===== src/rtl/pc_seq_ctrl_if.sv =====
// Bus bundle for the next-PC sequencer: hazard/branch/jump inputs and PC/flush outputs.
// Interrupt signals exist only when PC_SEQ_IRQ_EN is defined.
interface pc_seq_ctrl_if #(
    parameter int PC_W = 16
);
    logic            stall;
    logic            br_taken;
    logic [PC_W-1:0] br_target;
    logic            jmp;
    logic [PC_W-1:0] jmp_target;
    logic            halt;
    logic [PC_W-1:0] pc;
    logic [PC_W-1:0] npc;
    logic            if_valid;
    logic            flush_if_id;
    logic            flush_id_ex;
    logic [1:0]      state;
`ifdef PC_SEQ_IRQ_EN
    logic            irq;
    logic            eret;
    logic            irq_ack;
    logic [PC_W-1:0] epc;
`endif

    modport master (
        output stall, br_taken, br_target, jmp, jmp_target, halt,
`ifdef PC_SEQ_IRQ_EN
        output irq, eret,
        input  irq_ack, epc,
`endif
        input  pc, npc, if_valid, flush_if_id, flush_id_ex, state
    );

    modport slave (
        input  stall, br_taken, br_target, jmp, jmp_target, halt,
`ifdef PC_SEQ_IRQ_EN
        input  irq, eret,
        output irq_ack, epc,
`endif
        output pc, npc, if_valid, flush_if_id, flush_id_ex, state
    );
endinterface


===== src/rtl/pc_seq_ctrl.sv =====
// Next-PC sequencer for the IF stage: picks the fetch address, drives latch flushes and
// tracks boot/run/halt. Define PC_SEQ_IRQ_EN to add interrupt entry/return (irq, eret, epc).
//
// state | meaning
// BOOT  | one settling cycle after reset, PC held, fetch slot invalid
// RUN   | normal fetch: branch > (eret) > jump > stall > (irq) > halt > sequential
// HALT  | PC frozen, fetch invalid; left only by reset (or irq when enabled)
module pc_seq_ctrl #(
    parameter int              PC_W      = 16,
    parameter logic [PC_W-1:0] RESET_VEC = '0
`ifdef PC_SEQ_IRQ_EN
    ,
    parameter logic [PC_W-1:0] IRQ_VEC   = PC_W'(16'h0010)
`endif
) (
    input logic          clk,
    input logic          reset,
    pc_seq_ctrl_if.slave bus
);
    typedef enum logic [1:0] {
        BOOT = 2'd0,
        RUN  = 2'd1,
        HALT = 2'd2
    } state_t;

    state_t          state_q, state_d;
    logic [PC_W-1:0] pc_q, pc_d;
    logic            flush_if_id, flush_id_ex;

`ifdef PC_SEQ_IRQ_EN
    logic [PC_W-1:0] epc_q, epc_d;
    logic            in_hdl_q, in_hdl_d;
    logic            irq_ack_q, irq_ack_d;
`endif

    always_ff @(posedge clk or posedge reset) begin
        if (reset) begin
            state_q   <= BOOT;
            pc_q      <= RESET_VEC;
`ifdef PC_SEQ_IRQ_EN
            epc_q     <= '0;
            in_hdl_q  <= 1'b0;
            irq_ack_q <= 1'b0;
`endif
        end else begin
            state_q   <= state_d;
            pc_q      <= pc_d;
`ifdef PC_SEQ_IRQ_EN
            epc_q     <= epc_d;
            in_hdl_q  <= in_hdl_d;
            irq_ack_q <= irq_ack_d;
`endif
        end
    end

    always_comb begin
        state_d     = state_q;
        pc_d        = pc_q;
        flush_if_id = 1'b0;
        flush_id_ex = 1'b0;
`ifdef PC_SEQ_IRQ_EN
        epc_d       = epc_q;
        in_hdl_d    = in_hdl_q;
        irq_ack_d   = 1'b0;
`endif
        case (state_q)
            BOOT: state_d = RUN;
            RUN: begin
                // A resolved branch beats everything, including a stall.
                if (bus.br_taken) begin
                    pc_d        = bus.br_target;
                    flush_if_id = 1'b1;
                    flush_id_ex = 1'b1;
`ifdef PC_SEQ_IRQ_EN
                end else if (bus.eret && !bus.stall) begin
                    pc_d        = epc_q;
                    flush_if_id = 1'b1;
                    in_hdl_d    = 1'b0;
`endif
                end else if (bus.jmp && !bus.stall) begin
                    pc_d        = bus.jmp_target;
                    flush_if_id = 1'b1;
                end else if (bus.stall) begin
                    pc_d = pc_q;
`ifdef PC_SEQ_IRQ_EN
                end else if (bus.irq && !in_hdl_q) begin
                    epc_d       = pc_q;
                    pc_d        = IRQ_VEC;
                    flush_if_id = 1'b1;
                    in_hdl_d    = 1'b1;
                    irq_ack_d   = 1'b1;
`endif
                end else if (bus.halt) begin
                    state_d = HALT;
                end else begin
                    pc_d = pc_q + PC_W'(1);
                end
            end
            HALT: begin
`ifdef PC_SEQ_IRQ_EN
                if (bus.irq && !in_hdl_q) begin
                    epc_d       = pc_q;
                    pc_d        = IRQ_VEC;
                    flush_if_id = 1'b1;
                    in_hdl_d    = 1'b1;
                    irq_ack_d   = 1'b1;
                    state_d     = RUN;
                end
`endif
            end
            default: state_d = BOOT;
        endcase
    end

    assign bus.pc          = pc_q;
    assign bus.npc         = pc_q + PC_W'(1);
    assign bus.if_valid    = (state_q == RUN);
    assign bus.flush_if_id = flush_if_id;
    assign bus.flush_id_ex = flush_id_ex;
    assign bus.state       = state_q;
`ifdef PC_SEQ_IRQ_EN
    assign bus.irq_ack     = irq_ack_q;
    assign bus.epc         = epc_q;
`endif
endmodule


===== src/flat_wrapper.sv =====
// flat-port wrapper written by rule: the top's interface ports become plain ports
module pc_seq_ctrl_flat 
#(
    parameter int              PC_W      = 16,
    parameter logic [PC_W-1:0] RESET_VEC = '0

)
  (clk, reset, bus_stall, bus_br_taken, bus_br_target, bus_jmp, bus_jmp_target, bus_halt, bus_pc, bus_npc, bus_if_valid, bus_flush_if_id, bus_flush_id_ex, bus_state);
  pc_seq_ctrl_if #(.PC_W(PC_W)) bus_i ();
  input logic clk;
  input logic reset;
  input wire logic [$bits(bus_i.stall)-1:0] bus_stall;
  input wire logic [$bits(bus_i.br_taken)-1:0] bus_br_taken;
  input wire logic [$bits(bus_i.br_target)-1:0] bus_br_target;
  input wire logic [$bits(bus_i.jmp)-1:0] bus_jmp;
  input wire logic [$bits(bus_i.jmp_target)-1:0] bus_jmp_target;
  input wire logic [$bits(bus_i.halt)-1:0] bus_halt;
  output wire logic [$bits(bus_i.pc)-1:0] bus_pc;
  output wire logic [$bits(bus_i.npc)-1:0] bus_npc;
  output wire logic [$bits(bus_i.if_valid)-1:0] bus_if_valid;
  output wire logic [$bits(bus_i.flush_if_id)-1:0] bus_flush_if_id;
  output wire logic [$bits(bus_i.flush_id_ex)-1:0] bus_flush_id_ex;
  output wire logic [$bits(bus_i.state)-1:0] bus_state;
  assign bus_i.stall = bus_stall;
  assign bus_i.br_taken = bus_br_taken;
  assign bus_i.br_target = bus_br_target;
  assign bus_i.jmp = bus_jmp;
  assign bus_i.jmp_target = bus_jmp_target;
  assign bus_i.halt = bus_halt;
  assign bus_pc = bus_i.pc;
  assign bus_npc = bus_i.npc;
  assign bus_if_valid = bus_i.if_valid;
  assign bus_flush_if_id = bus_i.flush_if_id;
  assign bus_flush_id_ex = bus_i.flush_id_ex;
  assign bus_state = bus_i.state;
  pc_seq_ctrl #(.PC_W(PC_W), .RESET_VEC(RESET_VEC)) u_core (.clk(clk), .reset(reset), .bus(bus_i));
endmodule

===== config.mk =====
export PLATFORM = sky130hd
export DESIGN_NAME = pc_seq_ctrl_flat
export DESIGN_NICKNAME = d
export VERILOG_FILES = /design/src/rtl/pc_seq_ctrl_if.sv /design/src/rtl/pc_seq_ctrl.sv /design/src/flat_wrapper.sv
export SDC_FILE = /design/constraint.sdc
export NUM_CORES = 1
export LEC_CHECK = 0
export ABC_AREA = 1
export CELL_PAD_IN_SITES_DETAIL_PLACEMENT = 1
export CELL_PAD_IN_SITES_GLOBAL_PLACEMENT = 1
export CORE_ASPECT_RATIO = 0.75
export CORE_MARGIN = 3
export CORE_UTILIZATION = 26
export DETAILED_ROUTE_END_ITERATION = 16
export GPL_TIMING_DRIVEN = 0
export PLACE_DENSITY_LB_ADDON = 0.1
export SYNTH_ARGS = -nofsm -noshare
export SYNTH_HDL_FRONTEND = slang
export SYNTH_SLANG_ARGS = --single-unit

===== constraint.sdc =====
create_clock -name clk -period 1.8 [get_ports clk]
set_input_delay 0.27 -clock clk [delete_from_list [all_inputs] [get_ports clk]]
set_output_delay 0.27 -clock clk [all_outputs]
set_load 0.005 [all_outputs]

==> results.yml, run 1 <==
worst_setup_path:
  reg2reg_depth: 14
  worst-path-max-fanout: 3
  crit_path_frequent_cell: "buf_6"
  cp.arrival_ps: 1620
  rr_endpoint: "u_core.bus.pc[10]"
  slowest_stage: "dfrtp_2"
  cp.depth: 8
  crit_required_ps: 1530
  cpLargestDelayFamily: "flip-flops"
  startpoint: "u_core.bus.pc[1]"
  critPathCaptureType: "output port"
  crit_chain: "ha_4 > nand2_4 > nor2_4 > nand2_2 > buf_6 > o21ai_4 > and2_4 > buf_6"
  rr_startpoint: "u_core.bus.pc[1]"
  path_class: "flip-flop to output port"
  cp_slowest_stage_delay_ps: 420
  crit_buf_inv: 2
  setup.worst_path.start_class: "flip-flop"
  r2r_slack_ps: 20
finish:
  antenna_cells: 0
  layout-drive-gt1-share: 0.363
  finalNetCount: 416
  multiInputGateArea_mm2: 0.00120
  seqCellArea_um2: 467
  finalCoreUtilization: 0.553
  area_delta_synth_final_pct: 102
  nFillCells: 689
  design_area_mm2: 0.00303
  finalNonFillerCells: 450
yosys:
  postSynth.topFlopCell: "dfrtp_1"
  synthCells: 257
  synth.distinct_cells: 27
  yosysMostFrequentCell: "nand2_1"
  yosysTopAreaCell: "dfrtp_1"
  synth_edf_count: 0
  yosysWarnings: 0
  async_reset_ff_frac: 1.00
  netlist_top_cells_area: "dfrtp_1, nand2_1, nor2_1"
  synth_nets: 296
  yosysSeqAreaShare: 0.301
  synth_top_area_frac: 0.301
  avgSynthCellArea_um2: 5.83
  synth_commonest_cells: "nand2_1, nor2_1, inv_1, dfrtp_1, nand3_1"
  synth-seq-cells: 18
  syn_area_mm2: 0.00150
clocking:
  cts_made_buffers: 3
  cts_tree: "built"
  cts-root-buf: "clkbuf_8"
  cts.sinks: 18
  cts_hold_buf: 0
  clkTransAtPathRegs_ps: 70
  clk_path_buf_depth: 2
  h-tree-depth: 1
  clkLatencyLatePin_ps: 270
global_route:
  grt_pass1_vias: 2115
  grt-ovfl-total: 0
  grt_max_degree: 19
  grt_usage: 0.200
  antenna_found_initial: 0
  grt_pass1_wl_um: 10500
place:
  place_area_mm2: 0.00233
  gp_congestion: 0.761
  place_hpwl_um: 4380
  place_ws_ps: -642
  dp_cells: 406
  portBuffers: 74
sta:
  fmax_ghz: 0.530
  min_period_ps: 1890
  slew_headroom: 0.459
  worst_pin_slew_ps: 810
  rsz0062_at_grt: "true"
  clock_skew_ps: 3.93
  postLayoutSetupSlackWorst_ps: -87.3
  hold_viol_final: 0
  setup_viol: 9
  fin_crit_sh: 1.05
  report.final.slew_viol_count: 0
detailed_routing:
  drcViolationCount: 0
  wl_met1_um: 3440
  drtIter0Drc: 70
  wl_per_cell_um: 16.7
  routed-wl-met3_um: 403
  dr.max_layer_used: "met4"
  dr.pass1.iters: 4
  met2_length_um: 3510
  finalWirelength_um: 7500
  vias_per_cell: 4.57
  vias: 2057
  ant_nets: 0
floorplanning:
  die_x_um: 93.6
  start_util: 0.274
  die-area_mm2: 0.00672
  die_height_um: 71.7
  boundaryPins: 75
  placementRows: 23
  fp.coreArea_mm2: 0.00547
pwr:
  ir_drop_v: 0.000321
  p_per_area_mw_per_mm2: 822
  p_leak_uw: 0.00147
  power.total_uw: 2490
min_path:
  min_path_type: "input pin to asynchronous set/reset pin"
job:
  drv_cap: 0
run_status:
  status: "finished with violations"
  violations: "negative setup slack"
## routing by layer
metal | vias up | global-route usage
met5 | - | 0
met4 | 0 | 0.0593
met3 | 11 | 0.0409
met2 | 63 | 0.346
met1 | 966 | 0.254
li1 | 1017 | -
## worst register-to-register path, cell delays in order (launching register included)
cell and delay [ps]:
dfrtp_2 450, ha_4 190, nand2_4 80, nor2_4 40
nand2_2 100, buf_6 110, o21ai_4 50, buf_6 120
buf_6 100, buf_6 100, buf_6 100, nand3_2 50
nand2_1 50, nand2_1 70, nand2_1 60
## cell families after synthesis
kind of cell    synth area share
fa+ha+maj                0.00835
compound gates            0.0635
flops                      0.301
buf+inv                    0.100
simple gates               0.492
xor+xnor                  0.0351
## power breakdown
| part | total, µW | switching, µW | leakage [µW] | internal (µW) |
|---|---|---|---|---|
| Sequential | 669 | 161 | 0.000202 | 508 |
| Clock | 317 | 167 | 0.0000216 | 150 |
| Combinational | 1500 | 692 | 0.00125 | 807 |
## cells in the final DEF, fill, tap and decap left out, types with 3 or more instances in the layout
master / netlist / final
nand3_2: 0 / 6
nand2_4: 1 / 5
nor2_1: 37 / 30
xor2_4: 0 / 3
buf_6: 1 / 20
buf_4: 0 / 27
o21ai_1: 4 / 3
nor2_4: 1 / 10
o21ai_0: 5 / 3
inv_1: 28 / 24
inv_2: 2 / 3
nand2_2: 2 / 18
inv_4: 0 / 3
dfrtp_2: 0 / 13
a21oi_1: 3 / 3
nand2_1: 111 / 91
dfrtp_1: 18 / 5
dlygate4sd2_1: 0 / 4
clkbuf_8: 0 / 3
nand3_1: 15 / 7
clkdlybuf4s50_1: 0 / 56
buf_2: 3 / 10
## flip-flops by register name, summed over array words and instances, names as in the netlist
name,cells
u_core.bus.state,2
u_core.bus.pc,16
## layout make-up
cell class,instances,area share
timing repair buffer,116,0.352
buffer,6,0.0132
clock buffer,3,0.0136
inverter,30,0.0397
multi-input combinational,202,0.397
tap,75,0.0310
sequential,18,0.154
## worst max-delay path by stage
stage | slack, ps | to
after global routing | -150 | bus_npc[10]
after detailed placement | -640 | bus_flush_if_id
final | -90 | bus_npc[10]
after global placement | -630 | bus_flush_if_id
after floorplan | 380 | bus_npc[10]
after CTS | -140 | bus_npc[10]
## through the flow
stage	setup TNS, ps	hold slack (ps)
floorplan	0	209
global placement	-3600	525
global route	-1150	522
CTS	-756	485
detailed placement	-3900	533
finish	-440	450
## timing repair
action | 4_1_cts | 5_1_grt
endpoints found under the setup margin | 17 | 17
resized for setup | 111 | 55
setup buffers | 33 | 15
pin swaps | 25 | 21
Note: power is estimated with default switching activity, not from simulation.
==> run 2: changes to the inputs <==
--- a/config.mk
+++ b/config.mk
@@ -10,7 +10,7 @@
 export CELL_PAD_IN_SITES_GLOBAL_PLACEMENT = 1
 export CORE_ASPECT_RATIO = 0.75
 export CORE_MARGIN = 3
-export CORE_UTILIZATION = 26
+export CORE_UTILIZATION = 23
 export DETAILED_ROUTE_END_ITERATION = 16
 export GPL_TIMING_DRIVEN = 0
 export PLACE_DENSITY_LB_ADDON = 0.1
==> constraint.sdc (replaced) <==
create_clock -name clk -period 1.69 [get_ports clk]
set_input_delay 0.2535 -clock clk [delete_from_list [all_inputs] [get_ports clk]]
set_output_delay 0.2535 -clock clk [all_outputs]
set_load 0.005 [all_outputs]
==> results.yml, run 2 (same netlist as run 1, synthesis figures left out) <==
sta:
  min_period_ps: 1830
  fmax_ghz: 0.545
  clock_skew_ps: 2.17
  tns_ps: -1010
  setup_viol: 12
  worst_pin_slew_ps: 772
  rsz0062_at_grt: "true"
  hold_viol_final: 0
  fin_crit_sh: 1.09
  hold_ws_ps: 434
  report.final.slew_viol_count: 0
  slew_headroom: 0.485
  postLayoutSetupSlackWorst_ps: -145
floorplanning:
  die-area_mm2: 0.00753
  placementRows: 24
  start_util: 0.247
  fp.coreArea_mm2: 0.00607
  die_x_um: 99.2
  die_height_um: 75.9
  boundaryPins: 75
pwr:
  ir_drop_v: 0.000287
  p_leak_uw: 0.00147
  p_per_area_mw_per_mm2: 887
worst_setup_path:
  crit_path_frequent_cell: "buf_6"
  cp.arrival_ps: 1580
  crit_buf_inv: 3
  slowest_stage: "dfrtp_2"
  cp_slowest_stage_delay_ps: 430
  crit_chain: "buf_6 > nand2_4 > nor2_4 > nand2_4 > buf_6 > o21ai_2 > and2_4 > buf_6"
  crit_required_ps: 1440
  r2r_slack_ps: 90
  cpLargestDelayFamily: "flip-flops"
  setup.worst_path.start_class: "flip-flop"
  path_class: "flip-flop to output port"
  worst-path-max-fanout: 4
  critPathCaptureType: "output port"
detailed_routing:
  drtIter0Drc: 76
  dr.max_layer_used: "met4"
  finalWirelength_um: 7120
  vias_per_cell: 4.57
  drcViolationCount: 0
  routed-wl-met3_um: 510
  dr.pass1.iters: 4
  wl_met1_um: 3090
  ant_nets: 0
  vias: 2054
  met2_length_um: 3430
  wl_per_cell_um: 15.9
finish:
  layout_commonest_cell: "nand2_1"
  design_area_mm2: 0.00297
  nFillCells: 760
  final_cell_mix: "nand2_1, clkdlybuf4s50_1, nor2_1, buf_4, inv_1"
  layout-drive-gt1-share: 0.318
  seqCellArea_um2: 455
  finalNetCount: 411
  area_delta_synth_final_pct: 98.4
  multiInputGateArea_mm2: 0.00118
  antenna_cells: 0
  largest_reg_flops: 16
global_route:
  grt_pass1_wl_um: 11200
  grt-ovfl-total: 0
  grt_max_degree: 19
  antenna_found_initial: 0
  grt_usage: 0.192
  grt_pass1_vias: 2247
min_path:
  min_path_type: "input pin to asynchronous set/reset pin"
clocking:
  h-tree-depth: 1
  clk_path_buf_depth: 2
  cts_hold_buf: 0
  cts-root-buf: "clkbuf_8"
  clkTransAtPathRegs_ps: 80
  cts_made_buffers: 3
  cts_tree: "built"
  cts.sinks: 18
  clkLatencyLatePin_ps: 260
job:
  drv_cap: 0
place:
  place_area_mm2: 0.00234
  gp_congestion: 0.761
  portBuffers: 74
  place_hpwl_um: 4600
run_status:
  status: "finished with violations"
  violations: "negative setup slack"
[run 2: report_power, final]
part | internal [µW] | switching, µW | leakage [µW]
clock | 208 | 165 | 0.0000288
combinational | 854 | 761 | 0.00123
sequential | 531 | 116 | 0.000212
total | 1590 | 1040 | 0.00147
[run 2: area by class of cell]
| cell class | instances | share of cell area |
|---|---|---|
| multi-input combinational | 202 | 0.397 |
| timing repair buffer | 110 | 0.342 |
| sequential | 18 | 0.153 |
| inverter | 30 | 0.0396 |
| tap | 78 | 0.0328 |
| clock buffer | 4 | 0.0185 |
| buffer | 7 | 0.0168 |
[run 2: stage by stage]
stage / total power [µW] / std cells / setup WS (ps) / utilization
finish: 2640 / 449 / -145 / 0.490
global route: 2840 / 449 / -237 / 0.490
CTS: 2450 / 442 / -178 / 0.457
detailed placement: 1800 / 409 / -704 / 0.385
floorplan: 1120 / 257 / 283 / -
global placement: 1780 / 409 / -699 / 0.385
[run 2: timing repair]
action	CTS	global route
gates resized for setup	117	35
endpoints found under the setup margin	18	16
setup buffers	29	7
pin swaps	27	17
[run 2: worst paths after layout]
path / start / to / depth (start not counted)
setup reg to reg: u_core.bus.pc[0] / u_core.bus.pc[14] / 12
setup / recovery: u_core.bus.pc[1] / bus_npc[9] / 8
min in group clk: bus_br_taken / u_core.bus.pc[0] / 3
hold / removal: reset / u_core.bus.pc[2] / 2
hold reg to reg: u_core.bus.pc[13] / u_core.bus.pc[13] / 2
max in group asynchronous: reset / u_core.bus.pc[6] / 2
[run 2: worst register-to-register path, delay by kind of cell, from the launching register on]
family / cells / cell delay [ps]
simple gates: 9 / 630
flops: 1 / 430
buf+inv: 2 / 250
fa+ha+maj: 1 / 190
[run 2: metal layers]
layer | global-route usage | up-vias
met4 | 0.0379 | 0
li1 | - | 1012
met3 | 0.0302 | 8
met1 | 0.246 | 954
met2 | 0.348 | 80
met5 | 0 | -
==> run 3: changes to the inputs <==
--- a/config.mk
+++ b/config.mk
@@ -14,6 +14,7 @@
 export DETAILED_ROUTE_END_ITERATION = 16
 export GPL_TIMING_DRIVEN = 0
 export PLACE_DENSITY_LB_ADDON = 0.1
+export SKIP_LAST_GASP = 1
 export SYNTH_ARGS = -nofsm -noshare
 export SYNTH_HDL_FRONTEND = slang
 export SYNTH_SLANG_ARGS = --single-unit
==> results.yml, run 3 (same netlist as run 1, synthesis figures left out) <==
pwr:
  power.share.clock: 0.142
  pwr-share-seq: 0.248
  ir_drop_v: 0.000323
  power.total_uw: 2600
  internal_power_uw: 1570
  net-switching-power_uw: 1030
  p_per_area_mw_per_mm2: 878
  sw_frac_of_total: 0.396
  comb_power_share: 0.610
  p_leak_uw: 0.00148
sta:
  worst_pin_slew_ps: 800
  report.final.slew_viol_count: 0
  slew_headroom: 0.466
  fin_crit_sh: 1.08
  fmax_ghz: 0.548
  rsz0062_at_grt: "true"
  hold_viol_final: 0
  setup_viol: 11
  clock_skew_ps: 3.26
  min_period_ps: 1820
  postLayoutSetupSlackWorst_ps: -134
finish:
  layout-drive-gt1-share: 0.310
  nFillCells: 762
  antenna_cells: 0
  finalCoreUtilization: 0.487
  final_cell_mix: "nand2_1, clkdlybuf4s50_1, nor2_1, buf_4, inv_1"
  design_area_mm2: 0.00296
  largest_reg_flops: 16
  area_delta_synth_final_pct: 97.4
  finalNetCount: 411
  finalNonFillerCells: 449
  layout_commonest_cell: "nand2_1"
run_status:
  violations: "negative setup slack"
  status: "finished with violations"
detailed_routing:
  drtIter0Drc: 52
  wl_per_cell_um: 15.6
  vias_per_cell: 4.52
  vias: 2028
  finalWirelength_um: 6990
  ant_nets: 0
  dr.pass1.iters: 4
  drcViolationCount: 0
worst_setup_path:
  critPathCaptureType: "output port"
  cp.arrival_ps: 1570
  setup.worst_path.start_class: "flip-flop"
  worst-path-max-fanout: 4
  crit_required_ps: 1440
  path_class: "flip-flop to output port"
global_route:
  grt-ovfl-total: 0
  grt_max_degree: 19
  grt_pass1_wl_um: 11100
  grt_usage: 0.190
  grt_pass1_vias: 2229
  antenna_found_initial: 0
clocking:
  h-tree-depth: 1
  clk_path_buf_depth: 2
  cts-root-buf: "clkbuf_8"
  cts_hold_buf: 0
  clkLatencyLatePin_ps: 260
  cts_tree: "built"
  clkTransAtPathRegs_ps: 80
  cts_made_buffers: 3
  cts.sinks: 18
place:
  gp_congestion: 0.761
  place_ws_ps: -704
  dp_cells: 409
  place_hpwl_um: 4600
  place_area_mm2: 0.00234
  portBuffers: 74
floorplanning:
  start_util: 0.247
  die-area_mm2: 0.00753
  fp.coreArea_mm2: 0.00607
  die_height_um: 75.9
  placementRows: 24
  boundaryPins: 75
  die_x_um: 99.2
job:
  drv_cap: 0
min_path:
  min_path_type: "input pin to asynchronous set/reset pin"
## run 3: changes by cell type in the layout (fill, tap and decap cells not counted), moves of 2 or more
cell / change
nand3_2: +2
nand2_2: -3
clkbuf_2: +2
buf_6: +2
nand2_1: +3
buf_4: -3
## run 3: final cells by class
type,instances,area (µm²),area share
Buffer,7,50.0,0.0169
Sequential cell,18,455,0.154
Inverter,30,118,0.0398
Clock buffer,4,55.1,0.0186
Tap cell,78,97.6,0.0330
Multi-Input combinational cell,202,1170,0.396
Timing Repair Buffer,110,1010,0.342
## run 3: power by group through the flow
stage | clock network, µW | logic, µW | registers, µW
floorplan | 0 | 466 | 655
global placement | 0 | 1100 | 676
detailed placement | 0 | 1120 | 678
CTS | 380 | 1420 | 640
global route | 397 | 1740 | 659
finish | 370 | 1580 | 643
## run 3: per-layer routing
metal / track usage / wire length, µm
met5: 0 / 0
met1: 0.245 / 3090
met4: 0.0318 / 53
met3: 0.0274 / 395
met2: 0.348 / 3460
## run 3: worst paths after layout
| path | startpoint | slack, ps | cells past startpoint | to |
|---|---|---|---|---|
| hold / removal | reset | 450 | 2 | u_core.bus.pc[2] |
| hold reg to reg | u_core.bus.pc[13] | 560 | 2 | u_core.bus.pc[13] |
| setup / recovery | u_core.bus.pc[1] | -130 | 9 | bus_npc[9] |
| max in group asynchronous | reset | 690 | 2 | u_core.bus.pc[6] |
| setup reg to reg | u_core.bus.pc[0] | 90 | 12 | u_core.bus.pc[14] |
| min in group clk | bus_br_taken | 470 | 3 | u_core.bus.pc[0] |
## run 3: stage by stage
step	hold WS [ps]	setup TNS, ps
floorplan	192	0
global placement	524	-6740
detailed placement	526	-7140
CTS	462	-1350
global route	491	-1800
finish	447	-941
## run 3: what timing repair did
action / 4_1_cts / 5_1_grt
pin swaps: 27 / 21
buffers inserted: 29 / 8
endpoints found under the setup margin: 18 / 15
gates resized for setup: 108 / 43
gates cloned: 0 / 0
## run 3: worst max-delay path, stage by stage (launching register included)
cell and delay (ps):
dfrtp_2 430, buf_6 120, nand2_4 40, nor2_4 120, nand2_4 80, buf_6 130, inv_4 50, nand3_2 70
and2_4 160, buf_6 110
